$ cat config.mk
export PLATFORM = sky130hd
export DESIGN_NAME = logic_op_arbiter
export DESIGN_NICKNAME = d
export VERILOG_FILES = /design/src/rtl/logic_op_arbiter.sv
export SDC_FILE = /design/constraint.sdc
export NUM_CORES = 1
export LEC_CHECK = 0
export CORE_ASPECT_RATIO = 0.7
export CORE_UTILIZATION = 41
export CTS_CLUSTER_SIZE = 28
export DETAILED_ROUTE_END_ITERATION = 8
export PLACE_DENSITY = 0.87
export SLEW_MARGIN = 10
export SYNTH_ARGS = -nofsm -noshare
export SYNTH_HDL_FRONTEND = slang
export SYNTH_SLANG_ARGS = --single-unit
$ cat constraint.sdc
create_clock -name clk -period 6.08 [get_ports clk]
set_clock_uncertainty 0.15 [all_clocks]
set_input_delay 0.912 -clock clk [delete_from_list [all_inputs] [get_ports clk]]
set_output_delay 0.912 -clock clk [all_outputs]
set_load 0.02 [all_outputs]
$ cat src/rtl/logic_op_arbiter.sv
// rtl/logic_op_arbiter.sv - round-robin arbiter sharing one registered logic-op unit among NREQ requesters
// Optional: LOGIC_ARB_STAT_EN adds saturating grant/stall counters.
module logic_op_arbiter #(
    parameter int NREQ  = 4,
    parameter int WIDTH = 8,
    parameter int IDW   = 2
) (
    input  logic                   clk,
    input  logic                   rst_n,
    input  logic [NREQ-1:0]        req_valid,
    output logic [NREQ-1:0]        req_ready,
    input  logic [3*NREQ-1:0]      req_op,
    input  logic [WIDTH*NREQ-1:0]  req_a,
    input  logic [WIDTH*NREQ-1:0]  req_b,
    output logic                   rsp_valid,
    input  logic                   rsp_ready,
    output logic [IDW-1:0]         rsp_id,
    output logic [WIDTH-1:0]       rsp_y,
    output logic                   rsp_err
`ifdef LOGIC_ARB_STAT_EN
    ,
    output logic [15:0]            stat_grants,
    output logic [15:0]            stat_stalls
`endif
);

    localparam logic [2:0] OP_AND  = 3'd0;
    localparam logic [2:0] OP_OR   = 3'd1;
    localparam logic [2:0] OP_NOT  = 3'd2;
    localparam logic [2:0] OP_NAND = 3'd3;
    localparam logic [2:0] OP_NOR  = 3'd4;

    logic [IDW-1:0]   ptr_q, ptr_d;
    logic             valid_q, valid_d;
    logic [IDW-1:0]   id_q, id_d;
    logic [WIDTH-1:0] y_q, y_d;
    logic             err_q, err_d;

    logic             free;
    logic             grant_found;
    logic             grant_ok;
    logic [IDW-1:0]   grant_idx;
    logic [IDW-1:0]   cand;
    logic [2:0]       sel_op;
    logic [WIDTH-1:0] sel_a;
    logic [WIDTH-1:0] sel_b;
    logic [WIDTH-1:0] alu_y;
    logic             alu_err;

    assign free = !valid_q || rsp_ready;

    // Search starts one past the last winner so the previous grantee has lowest priority.
    always_comb begin
        grant_found = 1'b0;
        grant_idx   = '0;
        cand        = '0;
        for (int k = 1; k <= NREQ; k++) begin
            cand = IDW'((int'(ptr_q) + k) % NREQ);
            if (!grant_found && req_valid[cand]) begin
                grant_found = 1'b1;
                grant_idx   = cand;
            end
        end
    end

    assign grant_ok = rst_n && free && grant_found;

    always_comb begin
        req_ready = '0;
        sel_op    = '0;
        sel_a     = '0;
        sel_b     = '0;
        for (int i = 0; i < NREQ; i++) begin
            if (grant_idx == IDW'(i)) begin
                req_ready[i] = grant_ok;
                sel_op       = req_op[3*i +: 3];
                sel_a        = req_a[WIDTH*i +: WIDTH];
                sel_b        = req_b[WIDTH*i +: WIDTH];
            end
        end
    end

    always_comb begin
        alu_y   = '0;
        alu_err = 1'b0;
        case (sel_op)
            OP_AND:  alu_y = sel_a & sel_b;
            OP_OR:   alu_y = sel_a | sel_b;
            OP_NOT:  alu_y = ~sel_a;
            OP_NAND: alu_y = ~(sel_a & sel_b);
            OP_NOR:  alu_y = ~(sel_a | sel_b);
            default: alu_err = 1'b1;
        endcase
    end

    // A grant in the same cycle as a drain overwrites the slot, so no bubble appears.
    always_comb begin
        ptr_d   = ptr_q;
        valid_d = valid_q;
        id_d    = id_q;
        y_d     = y_q;
        err_d   = err_q;
        if (grant_ok) begin
            ptr_d   = grant_idx;
            valid_d = 1'b1;
            id_d    = grant_idx;
            y_d     = alu_y;
            err_d   = alu_err;
        end else if (valid_q && rsp_ready) begin
            valid_d = 1'b0;
        end
    end

    always_ff @(posedge clk) begin
        if (!rst_n) begin
            ptr_q   <= IDW'(NREQ - 1);
            valid_q <= 1'b0;
            id_q    <= '0;
            y_q     <= '0;
            err_q   <= 1'b0;
        end else begin
            ptr_q   <= ptr_d;
            valid_q <= valid_d;
            id_q    <= id_d;
            y_q     <= y_d;
            err_q   <= err_d;
        end
    end

    assign rsp_valid = valid_q;
    assign rsp_id    = id_q;
    assign rsp_y     = y_q;
    assign rsp_err   = err_q;

`ifdef LOGIC_ARB_STAT_EN
    logic [15:0] grants_q, grants_d;
    logic [15:0] stalls_q, stalls_d;

    always_comb begin
        grants_d = grants_q;
        stalls_d = stalls_q;
        if (grant_ok && grants_q != 16'hFFFF) begin
            grants_d = grants_q + 16'd1;
        end
        if ((|req_valid) && !free && stalls_q != 16'hFFFF) begin
            stalls_d = stalls_q + 16'd1;
        end
    end

    always_ff @(posedge clk) begin
        if (!rst_n) begin
            grants_q <= '0;
            stalls_q <= '0;
        end else begin
            grants_q <= grants_d;
            stalls_q <= stalls_d;
        end
    end

    assign stat_grants = grants_q;
    assign stat_stalls = stalls_q;
`endif

endmodule

After elaboration in Yosys (flattened, before gate mapping)

Index checks and enable logic that the tools add are counted.

Add/sub/neg operators: 4
Magnitude comparators: 4
Equal/unequal tests: 7
Mux-type cells: 36
Bitwise logic cells: 5
Reduce and logical (&&, ||, !) cells: 15

Operator list:

| kind                                                        | count |
|---|---|
| two-way mux 8 bit                                           | 8 |
| one-hot mux 8 bit (5 select lines)                          | 1 |
| inverter 8 bit                                              | 3 |
| two-way mux 1 bit                                           | 15 |
| less-than comparator 2 x 3 -> 1 bit (second input constant) | 4 |
| two-way mux 3 bit                                           | 4 |
| bitwise AND 8 bit                                           | 1 |
| binary-select mux 1 bit (select 2 bit)                      | 4 |
| two-way mux 2 bit                                           | 4 |
| bitwise OR 8 bit                                            | 1 |
| == test 3 x 2 -> 1 bit (second input constant)              | 2 |
| logical AND 1 bit                                           | 6 |
| OR reduction 5 bit                                          | 1 |
| adder 2 x 1 -> 2 bit (second input constant)                | 2 |
| adder 2 bit (second input constant)                         | 2 |
| == test 2 bit (second input constant)                       | 2 |
| zero test 1 bit                                             | 4 |
| == test 3 x 1 -> 1 bit (second input constant)              | 1 |
| == test 3 bit (second input constant)                       | 1 |
| zero test 3 bit                                             | 1 |
| == test 2 x 1 -> 1 bit (second input constant)              | 1 |
| zero test 2 bit                                             | 1 |
| nonzero test 2 bit                                          | 1 |
| logical OR 1 bit                                            | 1 |

Register bits after elaboration: 14
Output and inout bits: 16
Word-level logic and storage cells: 76

Depth between registers and ports, before layout

Depth in word-level cells: 21
Depth in mapped cells: 12

Least setup slack after synthesis

No wires, ideal clock.

Path kind: input to output
Start point: input port req_valid[0]
End point: output port req_ready[2]
Data arrival time: 2.252 ns
Required time: 5.018 ns
Setup slack: 2.766 ns
Cell stages on the path: 7
Path buffers: 2
Path through: a21oi_1 > a31oi_1 > a21oi_2 > buf_2 > buf_2 > nand3_1 > nor2_1

Cells in the longest elaborated chain, start to end: 14
Elaborated cells on any way between the ends: 25

Ends and longest elaborated chain:

| what                                                   | RTL line | source |
|---|---|---|
| start, declared                                        | 10       | `input logic [NREQ-1:0] req_valid,` |
| binary-select mux 1 bit (select 2 bit)                 | 59       | `if (!grant_found && req_valid[cand]) begin` |
| two-way mux 1 bit (not written as such)                | 59       |  |
| two-way mux 1 bit                                      | 59       |  |
| zero test 1 bit                                        | 59       |  |
| logical AND 1 bit                                      | 59       |  |
| two-way mux 1 bit                                      | 59       |  |
| zero test 1 bit                                        | 59       |  |
| logical AND 1 bit                                      | 59       |  |
| two-way mux 1 bit                                      | 59       |  |
| zero test 1 bit                                        | 59       |  |
| logical AND 1 bit                                      | 59       |  |
| two-way mux 2 bit or two-way mux 1 bit (tied branches) | 59       |  |
| == test 2 bit or logical AND 1 bit (tied branches)     | 74, 66   |  |
| two-way mux 1 bit *                                    | 74       | `if (grant_idx == IDW'(i)) begin` |
| end, declared                                          | 11       | `output logic [NREQ-1:0] req_ready,` |

Mark *: on every way between the ends. The rest lies on a longest branch, timed or not. The select of a mux whose other input is x is not followed.

Worst setup path after layout

Ends and elaborated chain as after synthesis.

==> run metrics <==
die width 77.3 µm; adder-cell area share of the yosys netlist 0.692%; final worst slack 1.56 ns; Skew-Pair Late Insertion Delay between 0.2 and 0.3 ns; CP max FO 32; WL/cell 13.8 µm; part of the power in registers 22.3%; status completed; #FFs+latches synth 14; # fillers 300; hold-fix buffers at CTS 0; # Post-CTS Setup Buffers 0; EDFF count, synth 0; fin. max-slew vios 0; aggregate global routing overflow 0; NetSw around 200 µW; DP Worst Slack 1.56 ns; Setup crit start kind primary input; commonest cells in the netlist nand2_1 (33), mux2i_1 (27), dfxtp_1 (14), nor2_1 (13); Initial Util 44.6%; clk sinks 14; CP Capture Type primary output; most common cell in the synthesized netlist nand2_1; Final nets 383; Synth async-reset ratio 0%; multiplexer area fraction after synthesis between 10% and 20%; CTS root buf clkbuf_8; Setup CP Type in2out; vias in the first global route 1,717; DR iter-0 viols ~100; Max Cap Viol 0; routability congestion estimate 0.783; Synth warnings 0; Compound-Gate Fraction of Synth Area 27.7%; IO buf count 98; Final Hold Vio Count 0; initial antenna violation count 0; Die Height 54.7 µm; Clk network pwr share 18.4%; CTS tree yes; Sw Share between 30% and 40%; CTS Buf Count 3; Required @ worst endpoint between 5 and 6 ns; Cell Int Power 316 µW; non-filler cells, final 349; peak supply drop 111 µV; number of remaining DRC errors 0; Synth Area in XOR/XNOR 0%; largest net degree at the start of global routing 33; Post-DRT Antenna Nets 0; clock-pin slew on the worst setup and hold paths 0.06 ns; power per cell area 194 nW/µm²; synthesized area 1630 µm²; TNS Setup 0 ns; routed vias 1,923; # IOs 99; min cycle time layout 4.52 ns; Most used DFF post-synth dfxtp_1; proportion of layout cells with a drive suffix above 1 7.02%; total placed cells including tap cells around 350; Seq/Total Area, Yosys ~17%; Arr. time, crit path 3.46 ns; H-tree depth 1; final worst-path cycle share 74.3%; CTS Buffer Depth 2; post_cts resized 0; GRT Util Overall 23.6%; combinational power share between 50 and 60%; 1st-pass router iterations 4; synth top area cells dfxtp_1 (17%), mux2i_1 (17%), nand2_1 (7.6%); largest area contributor in the netlist dfxtp_1; f_max 221 MHz; cells after synthesis 211; drt total wl 4810 µm; post-synthesis simple-gate area fraction 26.9%; Unique masters post-synth 41; row cnt 18; Yosys top cell area share between 15 and 20%; Core ar. approximately 3600 µm²; Final setup viols 0; first-pass GRT wire length about 8000 µm; Sequential cell area 280 µm²; Slew HR between 30% and 40%; total power roughly 510 µW; synthesis-to-finish area growth 62.2%; Multi-input gate area 1240 µm²; Vias per Instance 5.51; min-delay worst type reg2reg; Avg Cell Area, Syn 7.71 µm²; leakage power 0.000987 µW; Detailed Place HPWL 3690 µm; area of the die 4230 µm²; Worst-Margin Slew 0.954 ns; main combinational cell family by area after synthesis compound AO/OA/AOI/OAI gates; syn_nets just under 300; ANT cells 0; setup repair after global routing missed its margin false
[cell usage in the layout (no fill, tap or decap), drive strengths merged, types with 8 or more instances in the layout]
| cell | instances |
|---|---|
| clkdlybuf4s50 | 98 |
| nand2 | 34 |
| mux2i | 28 |
| dfxtp | 14 |
| a21oi | 14 |
| nor2 | 13 |
| nand2b | 11 |
| o21ai | 11 |
| a31oi | 9 |
| a32o | 9 |
| nand3b | 8 |
[stage by stage]
stage	hold slack [ns]	util (%)	area, µm²
2_1_floorplan	0.356	-	1630
3_3_place_gp	0.303	70.8	2580
3_5_place_dp	0.315	70.8	2580
4_1_cts	0.323	72.3	2640
5_1_grt	0.369	72.3	2640
6_report	0.321	72.3	2640
[flip-flops by register name, summed over array words and instances, names as in the netlist]
name,flops
rsp_y,8
rsp_id,2
rsp_valid,1
rsp_err,1
ptr_q,2
[power by group through the flow]
stage	combinational [µW]	sequential (µW)	clock, µW
global route	332	115	100
detailed placement	303	115	0
CTS	304	114	94.3
global placement	295	115	0
floorplan	187	127	0
finish	303	114	94.2
[layout make-up]
class                   instances  area share [%]
inverters                       2           0.285
clock buffers                   4            2.09
repair buffers                100            37.8
multi-input cells             179            46.9
flip-flops and latches         14            10.6
well taps                      50            2.37
[path summary, 6_finish.rpt]
path | from | end | slack, ns | depth (start not counted)
max | req_valid[0] | req_ready[2] | 1.56 | 7
min | rsp_id[1] | rsp_id[1] | 0.32 | 2
max reg2reg | ptr_q[1] | rsp_y[7] | 2.52 | 9
min reg2reg | rsp_id[1] | rsp_id[1] | 0.32 | 2
[cells by family after synthesis]
family          after synthesis
buf+inv                      18
mux                          31
fa+ha+maj                     1
simple gates                 87
flops                        14
compound gates               60
[routing by layer]
metal / wire [µm] / GRT usage [%] / up-vias
met5: 0 / 0 / -
met4: 40 / 7.23 / 0
met3: 380 / 6.67 / 5
met2: 2270 / 42.2 / 78
met1: 2130 / 28.1 / 866
li1: - / - / 974
[critical path, stage by stage]
cell and delay (ns):
clkdlybuf4s50_1 0.53, a21oi_1 0.19, a31oi_1 0.08, a21oi_4 0.78, nand3_1 0.19, nor2_1 0.14, clkdlybuf4s50_1 0.61
(Power assumes the default switching activity.)
